<file path="config.mk">
export PLATFORM = sky130hd
export DESIGN_NAME = mux_nx1_rr
export DESIGN_NICKNAME = d
export VERILOG_FILES = /design/src/rtl/mux_nx1_rr.sv
export SDC_FILE = /design/constraint.sdc
export NUM_CORES = 1
export LEC_CHECK = 0
export BUFFER_PORTS_ARGS = -buffer_cell sky130_fd_sc_hd__buf_2
export CAP_MARGIN = 40
export CELL_PAD_IN_SITES_DETAIL_PLACEMENT = 0
export CELL_PAD_IN_SITES_GLOBAL_PLACEMENT = 1
export CORE_ASPECT_RATIO = 0.75
export CORE_MARGIN = 8
export CORE_UTILIZATION = 34
export DETAILED_ROUTE_END_ITERATION = 6
export GPL_TIMING_DRIVEN = 0
export PLACE_DENSITY_LB_ADDON = 0.3
export SETUP_SLACK_MARGIN = 0.1
export SYNTH_ARGS = -nofsm -noshare
export SYNTH_HDL_FRONTEND = slang
export SYNTH_SLANG_ARGS = --single-unit
</file>
<file path="constraint.sdc">
create_clock -name CLK -period 7.8 [get_ports CLK]
set_clock_uncertainty 0.1 [all_clocks]
set_input_delay 0.78 -clock CLK [delete_from_list [all_inputs] [get_ports CLK]]
set_output_delay 0.78 -clock CLK [all_outputs]
set_load 0.005 [all_outputs]
</file>
<file path="src/rtl/mux_nx1_rr.sv">
// N-channel, W-bit registered multiplexer with valid/ready on every port.
// Selection is either fixed (SEL) or round-robin, chosen at runtime by MODE.
module mux_nx1_rr #(
  parameter  int N  = 4,
  parameter  int W  = 8,
  localparam int SW = $clog2(N)
) (
  input  logic           CLK,
  input  logic           RST_N,
  input  logic [N*W-1:0] IN,
  input  logic [N-1:0]   IN_VALID,
  output logic [N-1:0]   IN_READY,
  input  logic           MODE,
  input  logic [SW-1:0]  SEL,
  output logic [W-1:0]   Y,
  output logic           Y_VALID,
  input  logic           Y_READY,
  output logic [SW-1:0]  Y_CH
);

  typedef enum logic {
    MODE_FIXED = 1'b0,
    MODE_RR    = 1'b1
  } mode_e;

  mode_e         mode;
  logic          ld;
  logic          fix_hit;
  logic          rr_hit;
  logic          gnt_vld;
  logic [SW-1:0] rr_gnt;
  logic [SW-1:0] gnt;
  logic [W-1:0]  gnt_data;

  logic [W-1:0]  y_q,       y_d;
  logic [SW-1:0] y_ch_q,    y_ch_d;
  logic          y_valid_q, y_valid_d;
  logic [SW-1:0] ptr_q,     ptr_d;

  assign mode = mode_e'(MODE);
  assign ld   = !y_valid_q || Y_READY;

  // Comparing SEL against every legal index makes SEL >= N fall out as "no grant".
  always_comb begin
    fix_hit = 1'b0;
    for (int unsigned k = 0; k < N; k++) begin
      if (SEL == SW'(k) && IN_VALID[k]) fix_hit = 1'b1;
    end
  end

  always_comb begin
    int unsigned idx;
    idx    = '0;
    rr_hit = 1'b0;
    rr_gnt = '0;
    for (int unsigned i = 0; i < N; i++) begin
      idx = 32'(ptr_q) + i;
      if (idx >= N) idx = idx - N;
      if (!rr_hit && IN_VALID[idx[SW-1:0]]) begin
        rr_hit = 1'b1;
        rr_gnt = idx[SW-1:0];
      end
    end
  end

  always_comb begin
    gnt_vld = 1'b0;
    gnt     = '0;
    unique case (mode)
      MODE_FIXED: begin
        gnt_vld = fix_hit;
        gnt     = SEL;
      end
      MODE_RR: begin
        gnt_vld = rr_hit;
        gnt     = rr_gnt;
      end
    endcase
  end

  always_comb begin
    gnt_data = '0;
    for (int unsigned k = 0; k < N; k++) begin
      if (gnt == SW'(k)) gnt_data = IN[k*W +: W];
    end
  end

  always_comb begin
    IN_READY = '0;
    for (int unsigned k = 0; k < N; k++) begin
      IN_READY[k] = RST_N && ld && gnt_vld && (gnt == SW'(k));
    end
  end

  always_comb begin
    y_d       = y_q;
    y_ch_d    = y_ch_q;
    y_valid_d = y_valid_q;
    ptr_d     = ptr_q;
    if (ld) begin
      if (gnt_vld) begin
        y_d       = gnt_data;
        y_ch_d    = gnt;
        y_valid_d = 1'b1;
        if (mode == MODE_RR) begin
          ptr_d = (gnt == SW'(N - 1)) ? '0 : gnt + 1'b1;
        end
      end else begin
        y_valid_d = 1'b0;
      end
    end
  end

  always_ff @(posedge CLK or negedge RST_N) begin
    if (!RST_N) begin
      y_q       <= '0;
      y_ch_q    <= '0;
      y_valid_q <= 1'b0;
      ptr_q     <= '0;
    end else begin
      y_q       <= y_d;
      y_ch_q    <= y_ch_d;
      y_valid_q <= y_valid_d;
      ptr_q     <= ptr_d;
    end
  end

  assign Y       = y_q;
  assign Y_CH    = y_ch_q;
  assign Y_VALID = y_valid_q;

endmodule

</file>
==> impl_metrics.tcl, run 1 <==
set metrics [dict create \
    setup_violations 0 \
    cts_hold_buf 0 \
    worst_slack_ns 3.93 \
    hold_path_class "in2async" \
    worst_slew_pin_slew_ns 0.495 \
    dp.cells 196 \
    ctsHtreeMaxLevel 1 \
    clock_latency_ns 0.24 \
    yosysMostFrequentCell "dfrtp_1" \
    cts.sinks 13 \
    stdcell_count 200 \
    synth_cells 102 \
    antennaDiodeCount 0 \
    ys_ff_latch 13 \
    syn_nets 148 \
    worstSetupPathType "in2out" \
    worstSetupEndpointType "output pin" \
    dp_worst_setup_slack_ns 3.95 \
    port_buffers 56 \
    syn_area_per_cell_um2 10.2 \
    start_kind "primary input" \
    yosysUniqueCellTypes 34 \
    synth_top_area_share_pct 31.3 \
    setup_tns_ns 0 \
    clock.fmax_mhz 258 \
    regToRegSetupSlack_ns 4.99 \
    grt-ovfl-total 0 \
    syn_to_final_growth_pct 35.9 \
    cts_buffers 3 \
    cts_buffer_depth 2 \
    drive_gt1_share_pct 50.6 \
    period_needed_ns 3.87 \
    clk_pin_slew_worst_paths_ns 0.06 \
    r2r_start "ptr_q[1]$_DFFE_PN0P_" \
    postRouteAntennaNets 0 \
    antenna_found_initial 0 \
    ys_seq_area_share_pct 31.3 \
    rr_worst_depth 9 \
    timing.rr.end "Y[1]$_DFFE_PN0P_" \
    p_leak_nw 0.712 \
    grt_pass1_wl_mm 4.86 \
    status "finished clean" \
    first_pass_iters 4 \
    num_rows 17 \
    fin_crit_sh_pct 49.6 \
    avgRoutedWirePerCell_um 15.6 \
    slew_headroom_pct 66.9 \
    grt_util_all_layers_pct 11.8 \
    slew_viol_final 0 \
    cts_tree "yes" \
    via_per_inst 5.12 \
    die_y_um 63.9 \
    ir_drop_uv 118 \
    powerDensity_nw_per_um2 246 \
    hold_violations 0 \
    synth_warnings 0 \
    place.gp.congestion 0.812 \
    synth_area_leaders "dfrtp_1 31%, mux2_4 8.7%, a221oi_1 6.7%" \
    dpl.hpwl_mm 2.57 \
    cts_root_buffer "clkbuf_8" \
    seqCellArea_um2 325 \
    synth-edff-count 0 \
    rsz0062_at_grt "no" \
    drt_first_iter_violations 36 \
    async_reset_ff_share_pct 100 \
    whs_ns 0.340 \
    cp_max_fo 10 \
    grt_max_degree 18 \
    vias 1023 \
    nFillCells 301 \
    ctsResizeCount 0 \
    start_util_pct 35.4 \
    cap_violations 0 \
    synth.cell_area_um2 1040 \
    grt_pass1_vias 1025 \
    die_width_um 79.9 \
    routed_wl_mm 3.11 \
    fin_nets 209 \
    cts_setup_buffers 0 \
    drc 0 \
    die_area_um2 5100 \
    synthTopCellsByCount "13 x dfrtp_1, 9 x nand2_1, 8 x a221oi_1, 8 x nor2b_1, 8 x o31ai_1" \
    yosysTopAreaCell "dfrtp_1" \
    multiInputGateArea_um2 662 \
    finalCoreUtilization_pct 48.1 \
    io-pin-count 57 \
    synth_ff_type "dfrtp_1" \
    critical_path_required_ns 6.92 \
    crit_arrival_ns 2.99 \
    core_area_um2 2940 \
]
## metal layers
layer | global-route usage, % | vias up | part of all wire (%)
met1 | 14.8 | 488 | 46
met3 | 4.33 | 2 | 6.5
li1 | - | 502 | -
met2 | 19.0 | 31 | 48
met5 | 0 | - | 0
met4 | 2.04 | 0 | 0.32
## where the power goes
| part | switching, mW | total (mW) | internal (mW) |
|---|---|---|---|
| clock network | 0.0245 | 0.0606 | 0.0361 |
| registers | 0.0202 | 0.117 | 0.0967 |
| logic | 0.0757 | 0.170 | 0.0941 |
| total | 0.120 | 0.347 | 0.227 |
## placed cells by master, fill, tap and decap left out, drive strengths merged, types with 2 or more instances in the layout
cell type and n:
mux2 12, inv 6, a21oi 2, dfrtp 13
o31ai 8, buf 58, clkbuf 7, mux2i 2
nor2 3, o21ai 2, and3 5, nor2b 8
ha 4, a221oi 8, nand2 9
## worst max-delay path, cell delays in order
cell	delay, ns
buf_2	0.15
or2b_2	0.30
a221oi_1	0.26
o311a_1	0.28
ha_1	0.16
buf_1	0.30
clkbuf_1	0.40
and3_2	0.25
buf_2	0.11
## how the worst max path moves through the flow
| stage | from | endpoint | slack [ns] | cells after the start |
|---|---|---|---|---|
| after global routing | IN_VALID[1] | IN_READY[3] | 3.73 | 9 |
| after floorplan | IN_VALID[1] | IN_READY[3] | 4.52 | 7 |
| final | IN_VALID[1] | IN_READY[3] | 3.93 | 9 |
| after detailed placement | IN_VALID[1] | IN_READY[3] | 3.95 | 9 |
| after CTS | IN_VALID[1] | IN_READY[3] | 3.94 | 9 |
| after global placement | IN_VALID[1] | IN_READY[3] | 3.93 | 9 |
## kinds of logic after synthesis
logic type,after synthesis,share of synthesized area (%)
adder cells (fa/ha/maj),4,4.81
multiplexers,15,19.3
AND/OR/NAND/NOR,34,21.1
flip-flops,13,31.3
AO/OA/AOI/OAI,25,18.5
buffers and inverters,11,5.05
## layout make-up
class	instances	area share, %
buffer	5	2.13
clock buffer	4	3.19
inverter	6	1.59
multi-input combinational	78	46.9
sequential	13	23.0
tap	38	3.37
timing repair buffer	56	19.8
## flip-flops by register name, summed over array words and instances, names as in the netlist
name / count
Y_CH: 2
Y_VALID: 1
ptr_q: 2
Y: 8
## metrics by stage
step	power, mW	instance area (µm²)
after global routing	0.373	1410
after floorplan	0.225	1040
final	0.347	1410
after global placement	0.285	1370
after CTS	0.352	1410
after detailed placement	0.289	1370
(Power assumes the default switching activity.)
==> run 2, diff against run 1 <==
CORE_UTILIZATION = 29   (was 34)
clock period = 3.4 ns   (was 7.8 ns; I/O delays follow)
==> run 2 against run 1 <==
Effect of this change: sequential cell count unchanged; sequential share of layout area is 0.28 points lower; power increased by 130%; design area up 1.2%.
==> impl_metrics.tcl, run 2 (synthesized netlist as in run 1, its figures left out) <==
set metrics [dict create \
    setup_violations 0 \
    drc 0 \
    comb_power_share_pct 49.0 \
    cts_buffers 3 \
    cts.sinks 13 \
    cap_violations 0 \
    die_width_um 85.1 \
    powerDensity_nw_per_um2 560 \
    cts_buffer_depth 2 \
    syn_to_final_growth_pct 37.5 \
    place.gp.congestion 0.789 \
    grt-ovfl-total 0 \
    grt_pass1_wl_mm 4.77 \
    clkPwrFrac_pct 17.1 \
    fin_crit_sh_pct 87.3 \
    ctsHtreeMaxLevel 1 \
    start_util_pct 29.4 \
    power_mw 0.800 \
    port_buffers 56 \
    vias 1019 \
    slew_viol_final 0 \
    grt_util_all_layers_pct 10.6 \
    routed_wl_mm 3.07 \
    die_area_um2 5780 \
    start_kind "flip-flop" \
    slew_headroom_pct 66.4 \
    fin_nets 210 \
    antennaDiodeCount 0 \
    hold_path_class "in2reg" \
    final_cell_mix "56 x buf_2, 13 x dfrtp_1, 9 x nand2_1" \
    die_y_um 67.9 \
    worstSetupPathType "reg2out" \
    first_pass_iters 4 \
    worst_slew_pin_slew_ns 0.503 \
    drt_first_iter_violations 39 \
    status "finished clean" \
    setup_tns_ns 0 \
    cp_max_fo 10 \
    period_needed_ns 2.97 \
    cts_root_buffer "clkbuf_8" \
    clk_pin_slew_worst_paths_ns 0.06 \
    dpl.hpwl_mm 2.59 \
    ir_drop_uv 163 \
    crit_arrival_ns 2.53 \
    worstSetupEndpointType "output pin" \
    drive_gt1_share_pct 51.5 \
    avgRoutedWirePerCell_um 15.0 \
    grt_max_degree 18 \
    critical_path_required_ns 2.96 \
    p_leak_nw 0.723 \
    io-pin-count 57 \
    postRouteAntennaNets 0 \
    clock.fmax_mhz 337 \
    final_common_cell "buf_2" \
    cts_tree "yes" \
    core_area_um2 3540 \
    via_per_inst 4.97 \
    rsz0062_at_grt "no" \
    largest_reg_flops 8 \
    internal_power_mw 0.523 \
    grt_pass1_vias 1030 \
    pwr-share-seq_pct 33.9 \
    clock_latency_ns 0.25 \
    p_sw_share_pct 34.7 \
    num_rows 19 \
    hold_violations 0 \
    antenna_found_initial 0 \
    switching_power_mw 0.277 \
]
-- run 2: cell types whose count changed in the layout (fill, tap and decap cells not counted) --
cell / before / now
dlygate4sd3_1: 0 / 1
clkbuf_2: 0 / 2
clkbuf_1: 4 / 2
-- run 2: final timing paths --
kind                                           start                   end  slack, ns  depth (start not counted)
worst min-delay path                         Y_READY   Y_VALID$_DFFE_PN0N_       0.32                          3
max in group asynchronous                      RST_N   Y_VALID$_DFFE_PN0N_       2.52                          2
worst min register to register      Y[1]$_DFFE_PN0P_      Y[1]$_DFFE_PN0P_       0.40                          1
worst max-delay path            ptr_q[1]$_DFFE_PN0P_           IN_READY[3]       0.43                          8
min in group asynchronous                      RST_N  ptr_q[0]$_DFFE_PN0P_       0.43                          2
worst max register to register  ptr_q[1]$_DFFE_PN0P_      Y[2]$_DFFE_PN0P_       0.57                          9
-- run 2: area by class of cell --
class	count	area [µm²]
Fill cell	340	2110
Multi-Input combinational cell	78	662
Sequential cell	13	325
Timing Repair Buffer	57	290
Tap cell	42	52.6
Clock buffer	4	45.0
Buffer	5	32.5
Inverter	6	22.5
-- run 2: critical path, stage by stage (launching register included) --
cell and delay (ns):
dfrtp_1 0.46, mux2i_1 0.21, o221ai_1 0.17, mux2i_1 0.34, ha_1 0.20, buf_1 0.30
clkbuf_2 0.29, and3_2 0.20, buf_2 0.10
-- run 2: power groups by stage --
stage                     registers (mW)  clock network (mW)  logic (mW)
after floorplan                    0.268                   0       0.248
after global placement             0.270                   0       0.385
after detailed placement           0.273                   0       0.396
after CTS                          0.273               0.143       0.397
after global routing               0.282               0.151       0.437
final                              0.271               0.137       0.392
-- run 2: routing by layer --
layer  vias up  global-route usage [%]  wire, µm
li1        504                       -         -
met1       483                    12.1      1300
met2        28                    17.6      1540
met3         4                    3.96       198
met4         0                    4.64        34
met5         -                       0         0
-- run 2: what timing repair did --
item / CTS / global route
resized for setup: 0 / 4
endpoints found under the setup margin: 0 / 2
hold buffers: 1 / 0
endpoints found under the hold margin: 13 / 0
setup buffers: 0 / 0
-- run 2: metrics by stage --
step,cell area (µm²),std cells,utilization (%),setup WS (ns),hold WS (ns)
CTS,1430,205,40.3,0.293,0.322
finish,1430,205,40.4,0.431,0.317
detailed placement,1370,200,38.7,0.397,0.169
floorplan,1040,102,-,0.952,-0.0556
global placement,1370,200,38.7,0.415,0.162
global route,1430,205,40.4,0.231,0.350
==> run 3, diff against run 2 <==
BUFFER_PORTS_ARGS = -buffer_cell sky130_fd_sc_hd__buf_4   (was -buffer_cell sky130_fd_sc_hd__buf_2)
==> run 3 against run 2 <==
Effect of this change: clock power up 3%; count of clock-buffer cells in the layout unchanged; sequential cell count unchanged; sequential power rose by 1%; maximum frequency fell by 3.4%; critical path type unchanged; largest cell class unchanged.
==> impl_metrics.tcl, run 3 (synthesized netlist as in run 1, its figures left out) <==
set metrics [dict create \
    grt_pass1_vias 1110 \
    place.gp.congestion 0.784 \
    period_needed_ns 3.07 \
    met3_usage_pct 3.00 \
    syn_to_final_growth_pct 50.9 \
    routed_wl_mm 3.18 \
    cap_violations 0 \
    grt-busiest-layer "met2" \
    fin_crit_sh_pct 90.4 \
    vias 1042 \
    cts_tree "yes" \
    via_per_inst 5.08 \
    grt_pass1_wl_mm 4.89 \
    cp_max_fo 10 \
    use_met2_pct 19.2 \
    rsz0062_at_grt "no" \
    critical_path_required_ns 2.96 \
    cts_buffer_depth 2 \
    antennaDiodeCount 0 \
    die_area_um2 5780 \
    final_cell_mix "56 x buf_4, 13 x dfrtp_1, 9 x nand2_1" \
    start_util_pct 29.4 \
    ctsHtreeMaxLevel 1 \
    largest_reg_flops 8 \
    whs_path_depth 3 \
    port_buffers 56 \
    hold_violations 0 \
    drc 0 \
    io-pin-count 57 \
    worstSetupEndpointType "output pin" \
    fin_nets 210 \
    cts_buffers 3 \
    status "finished clean" \
    regToRegSetupSlack_ns 0.57 \
    worst_slack_ns 0.326 \
    slew_headroom_pct 68.0 \
    crit_arrival_ns 2.63 \
    r2r_start "ptr_q[1]$_DFFE_PN0P_" \
    rr_worst_depth 9 \
    clock.fmax_mhz 325 \
    first_pass_iters 4 \
    drive_gt1_share_pct 50.9 \
    antenna_found_initial 0 \
    nFillCells 349 \
    die_y_um 67.9 \
    die_width_um 85.1 \
    hold_end "Y_VALID$_DFFE_PN0N_" \
    cts_root_buffer "clkbuf_8" \
    clock_latency_ns 0.25 \
    ir_drop_uv 241 \
    core_area_um2 3540 \
    grtUsageMet1_pct 11.8 \
    drt_first_iter_violations 42 \
    hold_path_class "in2reg" \
    hold_start "Y_READY" \
    postRouteAntennaNets 0 \
    num_rows 19 \
    powerDensity_nw_per_um2 541 \
    setup_tns_ns 0 \
    setup_violations 0 \
    grt_util_all_layers_pct 10.6 \
    cts.sinks 13 \
    dpl.hpwl_mm 2.65 \
    worstSetupPathType "reg2out" \
    p_leak_nw 0.763 \
    clk_pin_slew_worst_paths_ns 0.06 \
    avgRoutedWirePerCell_um 15.5 \
    final_common_cell "buf_4" \
    start_kind "flip-flop" \
    timing.rr.end "Y[1]$_DFFE_PN0P_" \
    grt-ovfl-total 0 \
    grt_max_degree 18 \
    worst_slew_pin_slew_ns 0.479 \
    dp_worst_setup_slack_ns 0.395 \
    slew_viol_final 0 \
]
-- run 3: cell counts in the layout (fill, tap and decap cells not counted) --
No cell type changed its count.
-- run 3: layer usage --
metal  up-vias  share of wire [%]
met1       501                 42
met2        31                 51
met4         0                1.7
li1        503                  -
met5         -                  0
met3         7                4.5
-- run 3: metrics by stage --
| step | hold slack (ns) | instances | area [µm²] | total power [mW] | utilization [%] |
|---|---|---|---|---|---|
| floorplan | -0.0556 | 102 | 1040 | 0.516 | - |
| global placement | 0.107 | 200 | 1510 | 0.703 | 42.7 |
| detailed placement | 0.112 | 200 | 1510 | 0.716 | 42.7 |
| CTS | 0.317 | 205 | 1570 | 0.862 | 44.3 |
| global route | 0.347 | 205 | 1570 | 0.920 | 44.3 |
| finish | 0.313 | 205 | 1570 | 0.849 | 44.3 |
-- run 3: cell type report --
class / count / area [µm²] / share of cell area, %
multi-input combinational: 78 / 662 / 42.2
timing repair buffer: 57 / 430 / 27.4
sequential: 13 / 325 / 20.7
tap: 42 / 52.6 / 3.35
clock buffer: 4 / 45.0 / 2.87
buffer: 5 / 31.3 / 1.99
inverter: 6 / 22.5 / 1.44
-- run 3: what timing repair did --
item	in CTS	in global routing
endpoints found under the setup margin	0	1
hold buffers	1	0
buffers inserted	0	0
gates resized for setup	0	2
endpoints found under the hold margin	13	0
-- run 3: worst max-delay path by stage --
stage / start / to
after floorplan: ptr_q[1]$_DFFE_PN0P_ / Y[1]$_DFFE_PN0P_
after global placement: IN_VALID[0] / IN_READY[3]
after CTS: ptr_q[1]$_DFFE_PN0P_ / IN_READY[3]
after global routing: ptr_q[1]$_DFFE_PN0P_ / IN_READY[2]
after detailed placement: IN_VALID[0] / IN_READY[3]
final: ptr_q[1]$_DFFE_PN0P_ / IN_READY[2]
-- run 3: power breakdown --
part | switching, mW | internal, mW | total, mW
Clock | 0.0578 | 0.0829 | 0.141
Sequential | 0.0527 | 0.222 | 0.275
Combinational | 0.174 | 0.260 | 0.434
-- run 3: worst max-delay path, cell delays in order, from the launching register on --
cell and delay (ns):
dfrtp_1 0.45, or3b_2 0.48, o221ai_1 0.10, mux2i_1 0.20, inv_1 0.12, ha_1 0.30
clkbuf_1 0.37, and3_2 0.26, buf_4 0.10
